$ cat src/rtl/axi_lite_regfile.sv
// AXI4-Lite slave register bank: byte-strobed RW registers, optional
// read-only status registers, SLVERR for out-of-range / illegal writes.
module axi_lite_regfile #(
  parameter int                         AXI_DATA_WIDTH = 32,
  parameter int                         AXI_ADDR_WIDTH = 8,
  parameter int                         NUM_REGS       = 8,
  parameter logic [NUM_REGS-1:0]        RO_MASK        = '0,
  parameter logic [AXI_DATA_WIDTH-1:0]  RESET_VAL      = '0
) (
  input  logic                                    clk,
  input  logic                                    reset,
  input  logic [AXI_ADDR_WIDTH-1:0]               AWADDR,
  input  logic [2:0]                              AWPROT,
  input  logic                                    AWVALID,
  output logic                                    AWREADY,
  input  logic [AXI_DATA_WIDTH-1:0]               WDATA,
  input  logic [AXI_DATA_WIDTH/8-1:0]             WSTRB,
  input  logic                                    WVALID,
  output logic                                    WREADY,
  output logic [1:0]                              BRESP,
  output logic                                    BVALID,
  input  logic                                    BREADY,
  input  logic [AXI_ADDR_WIDTH-1:0]               ARADDR,
  input  logic [2:0]                              ARPROT,
  input  logic                                    ARVALID,
  output logic                                    ARREADY,
  output logic [AXI_DATA_WIDTH-1:0]               RDATA,
  output logic [1:0]                              RRESP,
  output logic                                    RVALID,
  input  logic                                    RREADY,
  output logic [NUM_REGS-1:0][AXI_DATA_WIDTH-1:0] regs_o,
  output logic [NUM_REGS-1:0]                     wr_pulse_o,
  input  logic [NUM_REGS-1:0][AXI_DATA_WIDTH-1:0] status_i
);
  localparam int NB    = AXI_DATA_WIDTH / 8;
  localparam int OFF   = $clog2(NB);
  localparam int IDX_W = AXI_ADDR_WIDTH - OFF;
  localparam logic [1:0] OKAY   = 2'b00;
  localparam logic [1:0] SLVERR = 2'b10;

  logic [NUM_REGS-1:0][AXI_DATA_WIDTH-1:0] regs;
  logic                      aw_held, w_held;
  logic [IDX_W-1:0]          aw_idx;
  logic [AXI_DATA_WIDTH-1:0] w_data;
  logic [NB-1:0]             w_strb;
  logic                      aw_hs, w_hs, ar_hs, commit;
  logic                      wr_ok, rd_ok;
  logic [NUM_REGS-1:0]       wr_sel;
  logic [IDX_W-1:0]          ar_idx;
  logic [AXI_DATA_WIDTH-1:0] rd_val;

  // Protection bits and byte-offset bits carry no meaning for this block.
  logic unused_bits;
  assign unused_bits = ^{AWPROT, ARPROT, AWADDR[OFF-1:0], ARADDR[OFF-1:0]};

  // Readies are low during reset and come up in the first cycle after it.
  assign AWREADY = !reset && !aw_held && !BVALID;
  assign WREADY  = !reset && !w_held  && !BVALID;
  assign ARREADY = !reset && !RVALID;

  assign aw_hs  = AWVALID && AWREADY;
  assign w_hs   = WVALID  && WREADY;
  assign ar_hs  = ARVALID && ARREADY;
  assign commit = aw_held && w_held;
  assign ar_idx = ARADDR[AXI_ADDR_WIDTH-1:OFF];
  assign regs_o = regs;

  // Write target decode: only in-range, non-RO registers are writable.
  always_comb begin
    wr_ok  = 1'b0;
    wr_sel = '0;
    for (int i = 0; i < NUM_REGS; i++) begin
      if (32'(aw_idx) == 32'(i) && !RO_MASK[i]) begin
        wr_ok     = 1'b1;
        wr_sel[i] = 1'b1;
      end
    end
  end

  // Read mux: RO registers return the live status slice.
  always_comb begin
    rd_ok  = 1'b0;
    rd_val = '0;
    for (int i = 0; i < NUM_REGS; i++) begin
      if (32'(ar_idx) == 32'(i)) begin
        rd_ok  = 1'b1;
        rd_val = RO_MASK[i] ? status_i[i] : regs[i];
      end
    end
  end

  // Write channel capture, commit and B response.
  always_ff @(posedge clk) begin
    if (reset) begin
      aw_held    <= 1'b0;
      w_held     <= 1'b0;
      aw_idx     <= '0;
      w_data     <= '0;
      w_strb     <= '0;
      BVALID     <= 1'b0;
      BRESP      <= OKAY;
      wr_pulse_o <= '0;
    end else begin
      wr_pulse_o <= '0;
      if (aw_hs) begin
        aw_held <= 1'b1;
        aw_idx  <= AWADDR[AXI_ADDR_WIDTH-1:OFF];
      end
      if (w_hs) begin
        w_held <= 1'b1;
        w_data <= WDATA;
        w_strb <= WSTRB;
      end
      if (commit) begin
        aw_held    <= 1'b0;
        w_held     <= 1'b0;
        BVALID     <= 1'b1;
        BRESP      <= wr_ok ? OKAY : SLVERR;
        wr_pulse_o <= wr_sel;
      end else if (BVALID && BREADY) begin
        BVALID <= 1'b0;
      end
    end
  end

  // Register storage with per-byte strobes.
  always_ff @(posedge clk) begin
    if (reset) begin
      regs <= {NUM_REGS{RESET_VAL}};
    end else if (commit) begin
      for (int i = 0; i < NUM_REGS; i++)
        for (int b = 0; b < NB; b++)
          if (wr_sel[i] && w_strb[b])
            regs[i][b*8 +: 8] <= w_data[b*8 +: 8];
    end
  end

  // Registered read response, held until RREADY.
  always_ff @(posedge clk) begin
    if (reset) begin
      RVALID <= 1'b0;
      RDATA  <= '0;
      RRESP  <= OKAY;
    end else if (ar_hs) begin
      RVALID <= 1'b1;
      RDATA  <= rd_val;
      RRESP  <= rd_ok ? OKAY : SLVERR;
    end else if (RVALID && RREADY) begin
      RVALID <= 1'b0;
    end
  end
endmodule

$ cat config.mk
export PLATFORM = sky130hd
export DESIGN_NAME = axi_lite_regfile
export DESIGN_NICKNAME = d
export VERILOG_FILES = /design/src/rtl/axi_lite_regfile.sv
export SDC_FILE = /design/constraint.sdc
export NUM_CORES = 1
export LEC_CHECK = 0
export CORE_AREA = 2 2 244 246
export CTS_CLUSTER_DIAMETER = 200
export DETAILED_ROUTE_END_ITERATION = 8
export DIE_AREA = 0 0 246 248
export GPL_TIMING_DRIVEN = 0
export PLACE_DENSITY_LB_ADDON = 0.15
export SLEW_MARGIN = 20
export SYNTH_ARGS = -nofsm -noshare
export SYNTH_HDL_FRONTEND = slang
export SYNTH_SLANG_ARGS = --single-unit
$ cat constraint.sdc
create_clock -name clk -period 3.8 [get_ports clk]
set_input_delay 0.95 -clock clk [delete_from_list [all_inputs] [get_ports clk]]
set_output_delay 0.95 -clock clk [all_outputs]
set_load 0.02 [all_outputs]
==> results of run 1 <==
-- power by group through the flow --
stage	logic, µW	registers [µW]	clock network, µW
global route	737	3670	4010
floorplan	323	3760	0
finish	711	3670	3850
detailed placement	695	3750	0
global placement	691	3750	0
CTS	698	3670	3860
-- kinds of logic (layout without fill, tap and decap cells) --
kind of cell    Yosys count  in the layout  synth area share
compound gates          454            454             0.178
mux                      88             88            0.0727
xor+xnor                  1              1          0.000581
other cells               1              2          0.000249
flops                   344            344             0.457
buf+inv                 202            625            0.0588
simple gates            786            786             0.232
-- cells in the final DEF (no fill, tap or decap), types with 11 or more instances in the layout --
cell type        count
a221oi_1            12
buf_1               17
buf_2               45
buf_4               11
clkbuf_16           40
mux2i_1             43
o21bai_1            18
mux4_2              14
nand3_1            269
mux2_2              28
dfxtp_1            344
clkdlybuf4s50_1    354
nor2_1              40
nor3_1              23
nand2_1            394
a21oi_1            311
clkbuf_8            13
o22ai_1             11
o21ai_0             30
a22oi_1             21
clkbuf_1           127
-- synth_stat cells, types with 9 or more instances --
| master | n | area [µm²] |
|---|---|---|
| nand3_1 | 269 | 1350 |
| buf_2 | 45 | 225 |
| o21ai_1 | 10 | 50.1 |
| mux2_2 | 28 | 315 |
| buf_4 | 11 | 82.6 |
| nor2_1 | 40 | 150 |
| dfxtp_1 | 344 | 6890 |
| and3_1 | 9 | 56.3 |
| a2111oi_0 | 9 | 78.8 |
| a221oi_1 | 12 | 105 |
| or2_2 | 10 | 62.6 |
| a2111oi_2 | 9 | 135 |
| o22ai_1 | 11 | 68.8 |
| o21ai_0 | 30 | 150 |
| a221oi_2 | 9 | 135 |
| o21bai_1 | 18 | 135 |
| buf_1 | 17 | 63.8 |
| mux2i_1 | 43 | 430 |
| clkbuf_1 | 117 | 439 |
| nand2_1 | 394 | 1480 |
| nor3_1 | 23 | 115 |
| mux4_2 | 14 | 315 |
| a21oi_1 | 311 | 1560 |
| a22oi_1 | 21 | 158 |
-- layer usage --
layer / track usage / share of wire / up-vias
met5: 0 / 0 / -
met4: 0.114 / 0.041 / 0
met3: 0.0682 / 0.10 / 172
met2: 0.433 / 0.45 / 912
met1: 0.345 / 0.40 / 7916
li1: - / - / 7328
-- area by class of cell --
class | instances | area [µm²] | share of cell area
clock buffer | 63 | 1220 | 0.0584
clock inverter | 6 | 45.0 | 0.00216
sequential | 344 | 6890 | 0.330
multi-input combinational | 1331 | 7300 | 0.350
inverter | 8 | 30.0 | 0.00144
timing repair buffer | 354 | 3540 | 0.170
buffer | 194 | 856 | 0.0411
tap | 773 | 967 | 0.0464
-- worst max-delay path, delay by kind of cell --
family | cells | cell delay [ns]
AO/OA/AOI/OAI | 1 | 1.04
buffers and inverters | 2 | 1.20
AND/OR/NAND/NOR | 3 | 0.59
-- registers in the layout (all words and copies together) (netlist names), 4 cells and up --
name / flops
regs_o: 256
RDATA: 32
w_data: 32
wr_pulse_o: 8
aw_idx: 6
w_strb: 4
-- worst max-delay path by stage --
stage / startpoint / to / slack (ns) / depth (start not counted)
after floorplan: reset / WREADY / 1.22 / 2
after global routing: ARADDR[4] / RDATA[3] / 0.39 / 6
after global placement: ARADDR[4] / RDATA[16] / 0.01 / 7
after detailed placement: ARADDR[4] / RDATA[16] / -0.02 / 7
after CTS: reset / WREADY / 0.46 / 3
final: ARADDR[4] / RDATA[3] / 0.42 / 6
-- through the flow --
stage / hold slack [ns] / util / setup slack, ns / TNS [ns]
2_1_floorplan: 0.432 / - / 1.22 / 0
3_3_place_gp: 0.443 / 0.335 / 0.0143 / 0
5_1_grt: 0.480 / 0.357 / 0.394 / 0
6_report: 0.452 / 0.357 / 0.416 / 0
4_1_cts: 0.456 / 0.357 / 0.461 / 0
3_5_place_dp: 0.448 / 0.335 / -0.0215 / -0.0215
==> results.sh, run 1 <==
export IMPL_synth_edf_count=0
export IMPL_relSlewSlack=0.163
export IMPL_worstSetupPathType="input port to flop"
export IMPL_critPathMaxFanout=10
export IMPL_hp_start="w_strb[3]"
export IMPL_dp_cells=3004
export IMPL_place_area_um2=19600
export IMPL_slowest_delay_ns=1.04
export IMPL_numCtsBuffers=40
export IMPL_yosys_warnings=0
export IMPL_cts_hold_buffers=0
export IMPL_clockBufferDepth=3
export IMPL_ios=626
export IMPL_finalCriticalPeriod_ns=3.38
export IMPL_postCtsSetupBuffers=0
export IMPL_syn_area_per_cell_um2=8.03
export IMPL_ant_nets=0
export IMPL_reg2reg_depth=5
export IMPL_grtUsageTotal=0.270
export IMPL_cp_end_kind="flop"
export IMPL_path_cells="clkdlybuf4s50_1 -> nand2_2 -> clkbuf_1 -> nor2_1 -> a2111oi_0 -> nor3_1"
export IMPL_die_area_um2=61000
export IMPL_combPwrFrac=0.086
export IMPL_vdd_drop_max_uv=271
export IMPL_fp_row_count=89
export IMPL_fin_cells=3073
export IMPL_p_leak_uw=0.00660
export IMPL_async_flop_share=0
export IMPL_slew_viol_final=0
export IMPL_dieHeight_um=248
export IMPL_place_congestion=0.916
export IMPL_hold_class="flop to flop"
export IMPL_antenna_cells=0
export IMPL_wl_per_cell_um=27.8
export IMPL_setup_viol=0
export IMPL_maxCapViolations=0
export IMPL_grt_pass1_wl_mm=117
export IMPL_crit_required_ns=4.21
export IMPL_run_status="finished, final reports clean"
export IMPL_drc=0
export IMPL_finClkSkew_ns=0.0316
export IMPL_start_util=0.258
export IMPL_finalCritPeriodShare=0.890
export IMPL_critPathSlowestCell="a2111oi_0"
export IMPL_p_int_uw=6040
export IMPL_critPathLaunchType="input port"
export IMPL_r2r_end="RDATA[5]"
export IMPL_port_buffers=354
export IMPL_r2r_start="RVALID"
export IMPL_htreeDepth=2
export IMPL_final_nets=2594
export IMPL_fillerInstances=6158
export IMPL_synth_seq_area_share=0.457
export IMPL_core_area_um2=58500
export IMPL_final_layout_size_suffix_gt1_frac=0.0843
export IMPL_clk_latency_ns=0.59
export IMPL_hold_end="w_strb[3]"
export IMPL_cellPowerDensity_nw_per_um2=395
export IMPL_tightest_slew_ns=1.22
export IMPL_grt_max_degree=13
export IMPL_power_switching_uw=2190
export IMPL_routed_wl_mm=85.3
export IMPL_hold_depth=2
export IMPL_dr_total_vias=16300
export IMPL_power_uw=8230
export IMPL_synth_cell_type_count=47
export IMPL_hold_viol=0
export IMPL_rsz0062_at_grt="false"
export IMPL_synth_ff_type="dfxtp_1"
export IMPL_grt_overflow_total=0
export IMPL_via_per_inst=5.31
export IMPL_tritoncts="built"
export IMPL_max_freq_mhz=296
export IMPL_die_width_um=246
export IMPL_drt_iter0_drc=1527
export IMPL_dp_hpwl_mm=64.8
export IMPL_synth_seq_cells=344
export IMPL_clkTransAtPathRegs_ns=0.06
export IMPL_antenna_found_initial=1
export IMPL_area_growth_pct=38.3
export IMPL_dr_pass1_iters=6
export IMPL_ff2ff_setup_slack_ns=1.35
export IMPL_grt_pass1_vias=15500
export IMPL_clkPwrFrac=0.468
export IMPL_netlist_instances=1876
export IMPL_final_area_um2=20800
export IMPL_p_sw_frac=0.267
export IMPL_sequentialPowerShare=0.446
export IMPL_root_buffer="clkbuf_16"
export IMPL_postCtsResizedCells=0
export IMPL_syn_area_um2=15100
export IMPL_crit_arrival_ns=3.79
export IMPL_clock_sinks=344
No activity file was read; power rests on OpenSTA's default activity.
==> run 2, diff against run 1 <==
==> constraint.sdc (replaced) <==
create_clock -name clk -period 3.9 [get_ports clk]
set_input_delay 0.975 -clock clk [delete_from_list [all_inputs] [get_ports clk]]
set_output_delay 0.975 -clock clk [all_outputs]
set_load 0.02 [all_outputs]
==> results of run 2 <==
Same layout as run 1 (identical final DEF). Status: finished, final reports clean.
Among the figures that moved: setup slack after placement -0.0215 ns -> 0.0535 ns; clock-pin slew on the worst setup and hold paths 0.06 ns -> 0.05 ns; setup slack after layout 0.416 ns -> 0.487 ns; start point of the critical path ARADDR[4] -> reset; end point of the critical path RDATA[3] -> WREADY; register-to-register setup slack 1.35 ns -> 1.45 ns; total power 8230 µW -> 8020 µW; worst IR drop on VDD 271 µV -> 264 µV
